<file path="config.mk">
export PLATFORM = sky130hd
export DESIGN_NAME = pc_gen_flat
export DESIGN_NICKNAME = d
export VERILOG_FILES = /design/src/rtl/pc_pkg.sv /design/src/rtl/pc_gen_if.sv /design/src/rtl/pc_target_calc.sv /design/src/rtl/pc_gen.sv /design/src/flat_wrapper.sv
export SDC_FILE = /design/constraint.sdc
export NUM_CORES = 1
export LEC_CHECK = 0
export CORE_ASPECT_RATIO = 0.6
export CORE_MARGIN = 2
export CORE_UTILIZATION = 49
export CTS_BUF_LIST = sky130_fd_sc_hd__clkbuf_8
export DETAILED_ROUTE_END_ITERATION = 7
export GPL_TIMING_DRIVEN = 0
export PLACE_DENSITY = 0.89
export SLEW_MARGIN = 10
export SYNTH_ARGS = -nofsm -noshare
export SYNTH_HDL_FRONTEND = slang
export SYNTH_SLANG_ARGS = --single-unit
</file>
<file path="constraint.sdc">
create_clock -name clk -period 4.41 [get_ports clk]
set_input_delay 0.441 -clock clk [delete_from_list [all_inputs] [get_ports clk]]
set_output_delay 0.441 -clock clk [all_outputs]
set_load 0.05 [all_outputs]
</file>
<file path="src/rtl/pc_pkg.sv">
// Shared definitions for the program-counter path: FSM encoding, control-flow
// opcodes used by pc_cntrl/decode, and default reset/trap vectors.
package pc_pkg;

  typedef enum logic [1:0] {
    BOOT = 2'd0,
    RUN  = 2'd1,
    TRAP = 2'd2,
    HALT = 2'd3
  } pc_state_e;

  localparam logic [6:0] OP_BRANCH = 7'b1100011;
  localparam logic [6:0] OP_JAL    = 7'b1101111;
  localparam logic [6:0] OP_JALR   = 7'b1100111;

  localparam logic [31:0] DEF_RESET_VEC = 32'h0000_0000;
  localparam logic [31:0] DEF_TRAP_VEC  = 32'h0000_0100;

endpackage

</file>
<file path="src/rtl/pc_gen_if.sv">
// Bundle between the pc_gen stage and its neighbours (pc_cntrl, regfile, imem,
// writeback). The slave modport is the pc_gen side.
interface pc_gen_if #(
  parameter int XLEN  = 32,
  parameter int CNT_W = 32
);
  import pc_pkg::*;

  // No valid/ready pair here: stall is the only back-pressure. While stall=1 in
  // RUN, the stage holds pc, state and retire_cnt and ignores halt/pc_gen_out.
  logic             stall;
  logic             halt;
  logic             pc_gen_out;
  logic             jalr;
  logic [XLEN-1:0]  imm;
  logic [XLEN-1:0]  rs1_data;

  logic [XLEN-1:0]  pc;
  logic [XLEN-1:0]  pc_plus4;
  logic             inst_valid;
  logic             misalign_trap;
  logic [XLEN-1:0]  trap_pc;
  logic             halted;
  logic [CNT_W-1:0] retire_cnt;
  pc_state_e        dbg_state;

  modport master (
    output stall, halt, pc_gen_out, jalr, imm, rs1_data,
    input  pc, pc_plus4, inst_valid, misalign_trap, trap_pc, halted,
           retire_cnt, dbg_state
  );

  modport slave (
    input  stall, halt, pc_gen_out, jalr, imm, rs1_data,
    output pc, pc_plus4, inst_valid, misalign_trap, trap_pc, halted,
           retire_cnt, dbg_state
  );
endinterface

</file>
<file path="src/rtl/pc_target_calc.sv">
// Combinational control-flow target: pc+imm for branch/JAL, (rs1+imm)&~1 for
// JALR, plus a flag for targets that are not 4-byte aligned.
module pc_target_calc #(
  parameter int XLEN = 32
) (
  input  logic [XLEN-1:0] i_pc,
  input  logic [XLEN-1:0] i_imm,
  input  logic [XLEN-1:0] i_rs1_data,
  input  logic            i_jalr,
  output logic [XLEN-1:0] o_target,
  output logic            o_misaligned
);

  logic [XLEN-1:0] w_base;
  logic [XLEN-1:0] w_sum;

  assign w_base       = i_jalr ? i_rs1_data : i_pc;
  assign w_sum        = w_base + i_imm;
  assign o_target     = i_jalr ? {w_sum[XLEN-1:1], 1'b0} : w_sum;
  // Bit 0 is either cleared (JALR) or ignored; only bit 1 breaks alignment.
  assign o_misaligned = o_target[1];

endmodule

</file>
<file path="src/rtl/pc_gen.sv">
// Program-counter stage: holds the architectural PC, sequences boot/trap/halt,
// and counts retired instructions.
module pc_gen
  import pc_pkg::*;
#(
  parameter int              XLEN      = 32,
  parameter logic [XLEN-1:0] RESET_VEC = DEF_RESET_VEC,
  parameter logic [XLEN-1:0] TRAP_VEC  = DEF_TRAP_VEC,
  parameter int              CNT_W     = 32
) (
  input  logic     clk,
  input  logic     rst,
  pc_gen_if.slave  bus
);

  pc_state_e        r_state;
  pc_state_e        w_state_nxt;
  logic [XLEN-1:0]  r_pc;
  logic [XLEN-1:0]  r_trap_pc;
  logic             r_trap;
  logic [CNT_W-1:0] r_retire_cnt;

  logic [XLEN-1:0]  w_target;
  logic             w_misaligned;
  logic [XLEN-1:0]  w_pc_plus4;
  logic             w_run_go;
  logic             w_take_trap;
  logic             w_redirect;
  logic             w_seq;
  logic             w_retire;

  pc_target_calc #(.XLEN(XLEN)) u_target (
    .i_pc         (r_pc),
    .i_imm        (bus.imm),
    .i_rs1_data   (bus.rs1_data),
    .i_jalr       (bus.jalr),
    .o_target     (w_target),
    .o_misaligned (w_misaligned)
  );

  assign w_pc_plus4  = r_pc + XLEN'(4);
  assign w_run_go    = (r_state == RUN) && !bus.stall;
  assign w_take_trap = w_run_go && !bus.halt && bus.pc_gen_out && w_misaligned;
  assign w_redirect  = w_run_go && !bus.halt && bus.pc_gen_out && !w_misaligned;
  assign w_seq       = w_run_go && !bus.halt && !bus.pc_gen_out;
  // A halting instruction retires; a trapping one does not.
  assign w_retire    = w_run_go && !w_take_trap;

  always_ff @(posedge clk) begin
    if (rst) r_state <= BOOT;
    else     r_state <= w_state_nxt;
  end

  always_comb begin
    w_state_nxt = r_state;
    case (r_state)
      BOOT: w_state_nxt = RUN;
      RUN: begin
        if (w_run_go && bus.halt) w_state_nxt = HALT;
        else if (w_take_trap)     w_state_nxt = TRAP;
      end
      TRAP:    w_state_nxt = RUN;
      HALT:    w_state_nxt = HALT;
      default: w_state_nxt = BOOT;
    endcase
  end

  always_comb begin
    bus.inst_valid = (r_state == RUN);
    bus.halted     = (r_state == HALT);
    bus.dbg_state  = r_state;
  end

  always_ff @(posedge clk) begin
    if (rst) begin
      r_pc         <= RESET_VEC;
      r_trap_pc    <= '0;
      r_trap       <= 1'b0;
      r_retire_cnt <= '0;
    end else begin
      r_trap <= w_take_trap;
      if (w_take_trap) begin
        r_trap_pc <= r_pc;
        r_pc      <= TRAP_VEC;
      end else if (w_redirect) begin
        r_pc <= w_target;
      end else if (w_seq) begin
        r_pc <= w_pc_plus4;
      end
      if (w_retire) r_retire_cnt <= r_retire_cnt + CNT_W'(1);
    end
  end

  assign bus.pc            = r_pc;
  assign bus.pc_plus4      = w_pc_plus4;
  assign bus.misalign_trap = r_trap;
  assign bus.trap_pc       = r_trap_pc;
  assign bus.retire_cnt    = r_retire_cnt;

endmodule

</file>
<file path="src/flat_wrapper.sv">
// flat-port wrapper written by rule: the top's interface ports become plain ports
module pc_gen_flat import pc_pkg::*;
#(
  parameter int              XLEN      = 32,
  parameter logic [XLEN-1:0] RESET_VEC = DEF_RESET_VEC,
  parameter logic [XLEN-1:0] TRAP_VEC  = DEF_TRAP_VEC,
  parameter int              CNT_W     = 32
)
  (clk, rst, bus_stall, bus_halt, bus_pc_gen_out, bus_jalr, bus_imm, bus_rs1_data, bus_pc, bus_pc_plus4, bus_inst_valid, bus_misalign_trap, bus_trap_pc, bus_halted, bus_retire_cnt, bus_dbg_state);
  pc_gen_if #(.XLEN(XLEN), .CNT_W(CNT_W)) bus_i ();
  input  logic clk;
  input  logic rst;
  input wire logic [$bits(bus_i.stall)-1:0] bus_stall;
  input wire logic [$bits(bus_i.halt)-1:0] bus_halt;
  input wire logic [$bits(bus_i.pc_gen_out)-1:0] bus_pc_gen_out;
  input wire logic [$bits(bus_i.jalr)-1:0] bus_jalr;
  input wire logic [$bits(bus_i.imm)-1:0] bus_imm;
  input wire logic [$bits(bus_i.rs1_data)-1:0] bus_rs1_data;
  output wire logic [$bits(bus_i.pc)-1:0] bus_pc;
  output wire logic [$bits(bus_i.pc_plus4)-1:0] bus_pc_plus4;
  output wire logic [$bits(bus_i.inst_valid)-1:0] bus_inst_valid;
  output wire logic [$bits(bus_i.misalign_trap)-1:0] bus_misalign_trap;
  output wire logic [$bits(bus_i.trap_pc)-1:0] bus_trap_pc;
  output wire logic [$bits(bus_i.halted)-1:0] bus_halted;
  output wire logic [$bits(bus_i.retire_cnt)-1:0] bus_retire_cnt;
  output wire logic [$bits(bus_i.dbg_state)-1:0] bus_dbg_state;
  assign bus_i.stall = bus_stall;
  assign bus_i.halt = bus_halt;
  assign bus_i.pc_gen_out = bus_pc_gen_out;
  assign bus_i.jalr = bus_jalr;
  assign bus_i.imm = bus_imm;
  assign bus_i.rs1_data = bus_rs1_data;
  assign bus_pc = bus_i.pc;
  assign bus_pc_plus4 = bus_i.pc_plus4;
  assign bus_inst_valid = bus_i.inst_valid;
  assign bus_misalign_trap = bus_i.misalign_trap;
  assign bus_trap_pc = bus_i.trap_pc;
  assign bus_halted = bus_i.halted;
  assign bus_retire_cnt = bus_i.retire_cnt;
  assign bus_dbg_state = bus_i.dbg_state;
  pc_gen #(.XLEN(XLEN), .RESET_VEC(RESET_VEC), .TRAP_VEC(TRAP_VEC), .CNT_W(CNT_W)) u_core (.clk(clk), .rst(rst), .bus(bus_i));
endmodule
</file>
---- Word-level counts from Yosys, hierarchy flattened ----
Cells that the tools add are included.
storage, ports and cells
  logic and storage cells ................. 39
  output and inout bits ................... 133
  memories ................................ 0
  memory bits (writable) .................. 0
  memory bits (read-only) ................. 0
  latch bits .............................. 0
  input port bits ......................... 70
  register bits ........................... 99
cells by class
  shift operators ......................... 0
  reduce and logical (&&, ||, !) cells .... 18
  bitwise logic cells ..................... 0
  add/sub/neg operators ................... 3
  $mul .................................... 0
  multiplexer cells ....................... 8
  div/mod/pow operators ................... 0
  $lt $le $gt $ge ......................... 0
  equality and inequality tests ........... 4
operator list
  kind                     number
  $mux W32                 3
  $add A32 B1 Y32 const B  1
  $add A32 B3 Y32 const B  1
  $add A32 B32 Y32         1
  $mux W9                  1
  $logic_and A1 B1 Y1      8
  $pmux W2 S3              1
  $logic_not A1 Y1         5
  $eq A2 B2 Y1 const B     2
  $mux W2                  2
  $reduce_or A2 Y1         2
  $ne A3 B1 Y1 const B     1
  $reduce_bool A3 Y1       1
  $eq A2 B1 Y1 const B     1
  $logic_not A2 Y1         1
  $reduce_bool A2 Y1       1
  $mux W1                  1

---- Depth between registers and ports, before layout ----
Gate-level depths: netlist of run 1.
  depth after elaboration ................. 8
  mapped depth ............................ 14
  gate-level depth less buffers ........... 11

---- Modules after synthesis ----
From an unflattened synthesis of run 1, not the netlist that was laid out.
unflattened totals
  cells, all modules ...................... 902
  area, all modules ....................... 7143.1 µm²
modules (own cells, without submodules)
  module          sequential area each (µm²)  cells each  instances  area each (µm²)
  pc_gen          1981.9                      640         1          5091.1
  pc_target_calc  0.0                         262         1          2052.0

---- Worst setup path after synthesis of run 1 ----
No wires, ideal clock.
  path type ............................... input port to flip-flop
  from .................................... input port bus_jalr
  to ...................................... register u_core.r_pc[16], in the netlist u_core.bus.pc[16]
  arrival ................................. 3.576 ns
  required time ........................... 4.294 ns
  library setup time ...................... 0.116 ns
  buffers on the path ..................... 2
  setup slack ............................. 0.718 ns
  stages on the path ...................... 13
  cell sequence ........................... clkbuf_1 > buf_1 > mux2_2 > ha_1 > fa_1 > a211oi_2 > nor2_1 > o31ai_2 > a21oi_4 > nand2b_4 > a21o_1 > a2111o_1 > o211a_1
on the way
  cells in the longest elaborated chain, start to end .. 5
  elaborated cells on any way between the ends .. 8
  classes of those cells .................. add/sub (1); mux (2); reduce/logical (5)
ends and longest elaborated chain
  item                                            line                  text
  start, declared                                 flat_wrapper.sv:16    input wire logic [$bits(bus_i.jalr)-1:0] bus_jalr;
  $mux W32 (*)                                    pc_target_calc.sv:17  assign w_base = i_jalr ? i_rs1_data : i_pc;
  $add A32 B32 Y32 (*)                            pc_target_calc.sv:18  assign w_sum = w_base + i_imm;
  $logic_not A1 Y1                                pc_gen.sv:44          assign w_redirect = w_run_go && !bus.halt && bus.pc_gen_out && !w_misaligned;
  $logic_and A1 B1 Y1                             pc_gen.sv:44
  $mux W32 or $reduce_bool A2 Y1 (tied branches)  --
  end signal, assigned                            pc_gen.sv:86          r_pc <= w_target;
  end signal, assigned                            pc_gen.sv:88          r_pc <= w_pc_plus4;
  end, declared                                   pc_gen.sv:18          logic [XLEN-1:0] r_pc;
Mark *: on every way between the ends. The rest lies on a longest branch, timed or not.
A chain may end at the register's enable or synchronous reset.

---- Final worst setup path of run 1 ----
  from .................................... register u_core.r_pc[2], in the netlist u_core.bus.pc[2]
  to ...................................... output port bus_pc_plus4[24]
on the way
  cells in the longest elaborated chain, start to end .. 1
ends and longest elaborated chain
  item             line                text
  $add A32 B3 Y32  pc_gen.sv:41        assign w_pc_plus4 = r_pc + XLEN'(4);
  end, declared    flat_wrapper.sv:20  output wire logic [$bits(bus_i.pc_plus4)-1:0] bus_pc_plus4;
No other way between the ends.

==> results.toml, run 1 <==
[run_status]
status = "completed"

[routing]
drc = 0
dr.pass1.iters = 6
vias = 7468
routed_wl_um = 23580
viasPerCell = 5.946
drtIter0Drc = 782
wl_per_cell_um = 18.77
ant_nets = 0

[clocking]
clock_path_buffers = 2
clkTransAtPathRegs_ns = 0.10
ctsResizeCount = 0
cts_tree = "yes"
cts.sinks = 99
clock_latency_ns = 0.38
cts.hold.buffers_added = 0
numCtsBuffers = 9
root_buffer = "clkbuf_8"
post_cts_buffers = 0
cts_max_level = 3

[cells_and_area]
syn2layout_area_growth_pct = 35.78
seqCellArea_um2 = 1982
fillerInstances = 1129
n_antenna_cell = 0
final_cell_area_um2 = 9206
finalNetCount = 1180
drive_gt1_share_pct = 7.956
multi_input_area_um2 = 4501

[floorplanning]
initial_core_util_pct = 49.91
core_um2 = 13580
die_area_um2 = 14820
ios = 203
die_w_um = 155.9
die_h_um = 95.12
rows = 33

[timing]
skew_ns = 0.01176
worstMarginPinSlew_ns = 0.7725
setup_viol = 0
max_freq_ghz = 0.2528
timing.final.hold_violations = 0
hold_ws_ns = 0.4589
final_max_slew_viol_count = 0
fin_setup_tns_ns = 0
timing.final.crit_share_pct = 89.70
grt_setup_unrepaired = "false"
layout_min_cycle_time_ns = 3.956
slew-limit-headroom_pct = 48.31

[power_and_ir_drop]
p_per_area_nw_per_um2 = 234.0
ir_drop_v = 0.0001324
power_mw = 2.155
p_leak_nw = 3.478

[setup_path]
critPathCaptureType = "output pin"
timing.critical_path.max_delay_family = "simple AND/OR/NAND/NOR gates"
cp_slowest_cell = "clkdlybuf4s50_1"
crit_type = "reg -> out"
path_buf_inv = 1
worstPathCellList = "ha_1, nand3_1, nor2_1, nand2_1, nor2_1, xor2_1, clkdlybuf4s50_1"
crit_top_cell = "nor2_1"
cp.arrival_ns = 3.51
crit_required_ns = 3.97
start_kind = "register"
max_stage_delay_ns = 0.83
worstPathMaxFanout = 8

[job]
max_cap_violations = 0

[synth]
synth_edf_count = 0
synth.ff_latch_count = 99
seq_area_frac_synth_pct = 29.23
async_reset_ff_share_pct = 0
synth_most_common_cell = "nand2_1"
yosysWarnings = 0
ys_types = 73
yosys-top-cells-area = "dfxtp_1 29%, nand2_1 7.4%, a21oi_1 6.4%"
synth_top_area_share_pct = 29.23
synth_fp_nets = 968
synth_top_area_cell = "dfxtp_1"
synth_area_um2 = 6780
syn_inst = 864
synth_ff_type = "dfxtp_1"
synthTopCellsByCount = "133 x nand2_1, 99 x dfxtp_1, 87 x a21oi_1"
postSynthAreaPerCell_um2 = 7.848

[grt]
grt_use_total_pct = 31.13
grt_max_degree = 19
grt_pass1_vias = 6698
grt_pass1_wl_um = 36150
grt_antenna_before_repair = 0
grt_overflow = 0

[placement]
dpl_cell_area_um2 = 9011
io_buffers = 201
gp_congestion = 0.9454
place_hpwl_um = 18400

[min_path]
hp-class = "reg -> reg"
-- worst paths after layout --
kind / startpoint / end / slack (ns) / cells after the start
worst max register to register: register / u_core.bus.retire_cnt[25] / 0.98 / 11
worst max-delay path: u_core.bus.pc[2] / bus_pc_plus4[24] / 0.45 / 7
worst min-delay path: u_core.bus.trap_pc[0] / u_core.bus.trap_pc[0] / 0.46 / 2
worst min register to register: u_core.bus.trap_pc[0] / u_core.bus.trap_pc[0] / 0.46 / 2
-- worst reg2reg max path: cells and delay by family (launching register included) --
| family | cells | cell delay (ns) |
|---|---|---|
| AO/OA/AOI/OAI | 1 | 0.19 |
| XOR/XNOR | 1 | 0.16 |
| adder cells (fa/ha/maj) | 2 | 0.81 |
| flip-flops | 1 | 0.38 |
| multiplexers | 1 | 0.28 |
| AND/OR/NAND/NOR | 6 | 1.49 |
-- through the flow --
step                      util (%)  setup slack [ns]  std cells
after floorplan                  -            0.7181        864
after global placement       66.34           -0.1726       1240
after detailed placement     66.34           -0.2148       1240
after CTS                    67.75            0.1853       1256
after global routing         67.77            0.3064       1256
final                        67.77            0.4540       1256
-- registers in the layout (all words and copies together) (netlist names), named ones only --
signal,cells
u_core.bus.dbg_state,2
u_core.bus.pc,30
u_core.bus.trap_pc,32
u_core.bus.retire_cnt,32
u_core.bus.misalign_trap,1
-- layer usage --
layer  share of wire [%]  global-route usage (%)  routed length, um
met2                  43                   47.71              10070
met3                  12                   7.227               2819
met1                  44                   44.37              10340
met4                 1.5                   7.569                347
met5                   0                       0                  0
-- area by class of cell --
| cell class | instances | share of cell area (%) |
|---|---|---|
| buffer | 50 | 2.569 |
| clock buffer | 10 | 1.495 |
| clock inverter | 6 | 0.5980 |
| inverter | 17 | 0.6931 |
| multi-input combinational | 698 | 48.89 |
| sequential | 99 | 21.53 |
| tap | 175 | 2.378 |
| timing repair buffer | 201 | 21.85 |
-- cells by family (layout without fill, tap and decap cells) --
family / Yosys count / after routing / share of synthesized area [%]
flip-flops: 99 / 99 / 29.23
AO/OA/AOI/OAI: 237 / 237 / 23.09
XOR/XNOR: 70 / 70 / 9.042
adder cells (fa/ha/maj): 34 / 34 / 6.385
buffers and inverters: 67 / 284 / 4.392
multiplexers: 34 / 34 / 5.573
AND/OR/NAND/NOR: 323 / 323 / 22.29
-- placed cells by master, fill, tap and decap left out, types with 4 or more instances in the layout --
cell / n
a211oi_1: 4
a21o_1: 19
a21oi_1: 87
a31oi_1: 7
and2_1: 6
and3_1: 18
buf_2: 9
clkbuf_1: 32
clkbuf_8: 10
clkdlybuf4s50_1: 201
dfxtp_1: 99
ha_1: 33
inv_1: 17
mux2_2: 30
mux2i_1: 4
nand2_1: 133
nand3_1: 46
nand4_1: 8
nor2_1: 69
nor2b_1: 5
nor3_1: 10
o211ai_1: 5
o21a_1: 8
o21ai_0: 39
o21ai_1: 6
o21bai_1: 5
o221ai_1: 10
o22ai_1: 4
or3_1: 9
xnor2_1: 35
xor2_1: 35
-- power breakdown --
group	switching (mW)	internal, mW
sequential	0.0248	0.906
combinational	0.381	0.258
clock	0.353	0.232
Note: power is estimated with default switching activity, not from simulation.
==> run 2: changes to the inputs <==
- CORE_ASPECT_RATIO: 0.6 -> unset
==> results.toml, run 2 (synthesized netlist as in run 1, its figures left out) <==
[grt]
grt_antenna_before_repair = 0
grt_max_degree = 17
grt_pass1_wl_um = 35080
grt_overflow = 0
grt_pass1_vias = 7063
grt_use_total_pct = 29.73

[setup_path]
worstPathMaxFanout = 10
cp.arrival_ns = 4.35
r2r_slack_ns = 1.16
crit_start = "bus_jalr"
crit_type = "in -> reg"
crit_required_ns = 4.67
start_kind = "input port"
critPathCaptureType = "register"

[placement]
dp.cells = 1241
gp_congestion = 0.9292
io_buffers = 201
place_hpwl_um = 17640

[cells_and_area]
finalNetCount = 1180
syn2layout_area_growth_pct = 36.22
seqCellArea_um2 = 1982
final_cell_mix = "201 x clkdlybuf4s50_1, 133 x nand2_1, 99 x dfxtp_1"
n_antenna_cell = 0
drive_gt1_share_pct = 7.771
multi_input_area_um2 = 4501
finalNonFillerCells = 1257
fillerInstances = 1096
mostFrequentLayoutCell = "clkdlybuf4s50_1"

[clocking]
cts.sinks = 99
clock_path_buffers = 2
post_cts_buffers = 0
clkTransAtPathRegs_ns = 0.10
numCtsBuffers = 9
ctsResizeCount = 0
clock_latency_ns = 0.38
cts_max_level = 3
cts_tree = "yes"
cts.hold.buffers_added = 0
root_buffer = "clkbuf_8"

[timing]
final_max_slew_viol_count = 0
layout_min_cycle_time_ns = 4.084
worstMarginPinSlew_ns = 0.6507
max_freq_ghz = 0.2449
setup_viol = 0
slew-limit-headroom_pct = 56.62
hold_ws_ns = 0.4614
fin_setup_tns_ns = 0
grt_setup_unrepaired = "false"
timing.final.crit_share_pct = 92.60
skew_ns = 0.008963
timing.final.hold_violations = 0

[floorplanning]
die_area_um2 = 14790
initial_core_util_pct = 50.60
rows = 42
ios = 203
die_h_um = 121.6
die_w_um = 121.6
core_um2 = 13400

[run_status]
status = "completed"

[min_path]
hold_path.startpoint = "u_core.bus.trap_pc[1]"
hp-class = "reg -> reg"

[power_and_ir_drop]
p_int_mw = 1.499
power_mw = 2.239
comb_power_share_pct = 28.3
power_frac_seq_pct = 41.6
ir_drop_v = 0.0001560
p_sw_mw = 0.7408
p_per_area_nw_per_um2 = 242.5
clkPwrFrac_pct = 30.2
p_leak_nw = 3.486
p_sw_share_pct = 33.08

[routing]
routed_wl_um = 22640
wl_per_cell_um = 18.01
dr.pass1.iters = 6
drc = 0
vias = 7474
viasPerCell = 5.946
ant_nets = 0
drtIter0Drc = 741

[job]
max_cap_violations = 0
-- run 2: changes by cell type in the layout (fill, tap and decap cells not counted), sizes merged --
| cell | previous run | this run |
|---|---|---|
| clkinvlp | 0 | 1 |
| clkbuf | 45 | 44 |
| bufinv | 0 | 2 |
| clkinv | 3 | 2 |
| buf | 15 | 16 |
| inv | 20 | 18 |
-- run 2: power by group through the flow --
stage | registers [mW] | logic [mW] | clock network, mW
floorplan | 0.985 | 0.374 | 0
global placement | 0.950 | 0.615 | 0
detailed placement | 0.950 | 0.618 | 0
CTS | 0.929 | 0.622 | 0.669
global route | 0.932 | 0.678 | 0.704
finish | 0.931 | 0.633 | 0.676
-- run 2: cell type report --
class,count,area share [%]
Sequential cell,99,21.46
Clock buffer,10,1.490
Multi-Input combinational cell,698,48.73
Buffer,50,2.533
Tap cell,176,2.384
Inverter,17,0.6909
Timing Repair Buffer,201,21.78
Clock inverter,6,0.9347
-- run 2: worst max-delay path, cell delays in order --
cell       delay (ns)
clkbuf_1         0.47
buf_1            0.55
mux2_2           0.41
ha_1             0.23
fa_1             0.44
a211oi_2         0.27
nor2_1           0.11
o31ai_2          0.34
a21oi_4          0.12
o31ai_2          0.40
a2111oi_0        0.17
a31oi_1          0.26
o21ai_0          0.12
-- run 2: path summary, 6_finish.rpt --
path / cells after the start / endpoint
worst max-delay path: 13 / u_core.bus.pc[28]
worst min-delay path: 2 / u_core.bus.trap_pc[1]
worst max register to register: 11 / u_core.bus.pc[28]
worst min register to register: 2 / u_core.bus.trap_pc[1]
-- run 2: per-stage QoR --
stage / setup WS, ns / utilization, % / instance area, um2
floorplan: 0.7181 / - / 6780
global placement: 0.03577 / 67.25 / 9012
detailed placement: -0.009988 / 67.25 / 9012
CTS: 0.3585 / 68.93 / 9236
global route: 0.02855 / 68.93 / 9236
finish: 0.3264 / 68.93 / 9236
-- run 2: routing by layer --
layer	GRT usage, %	wire (um)	part of all wire (%)
met1	37.91	9064	40
met2	48.81	10440	46
met3	5.150	2194	9.7
met4	14.30	942	4.2
met5	0	0	0
==> run 3: changes to the inputs <==
- CAP_MARGIN: unset -> 5
- SKIP_LAST_GASP: unset -> 1
- clock period: 4.41 -> 4.65 ns (I/O delays scaled with it)
==> results of run 3 <==
Same layout as run 2 (identical final DEF). Status: completed.
Among the figures that moved: setup slack after placement -0.009988 ns -> 0.2060 ns; setup slack after layout 0.3264 ns -> 0.5424 ns; register-to-register setup slack 1.16 ns -> 1.40 ns; total power 2.239 mW -> 2.124 mW; worst IR drop on VDD 0.0001560 V -> 0.0001480 V
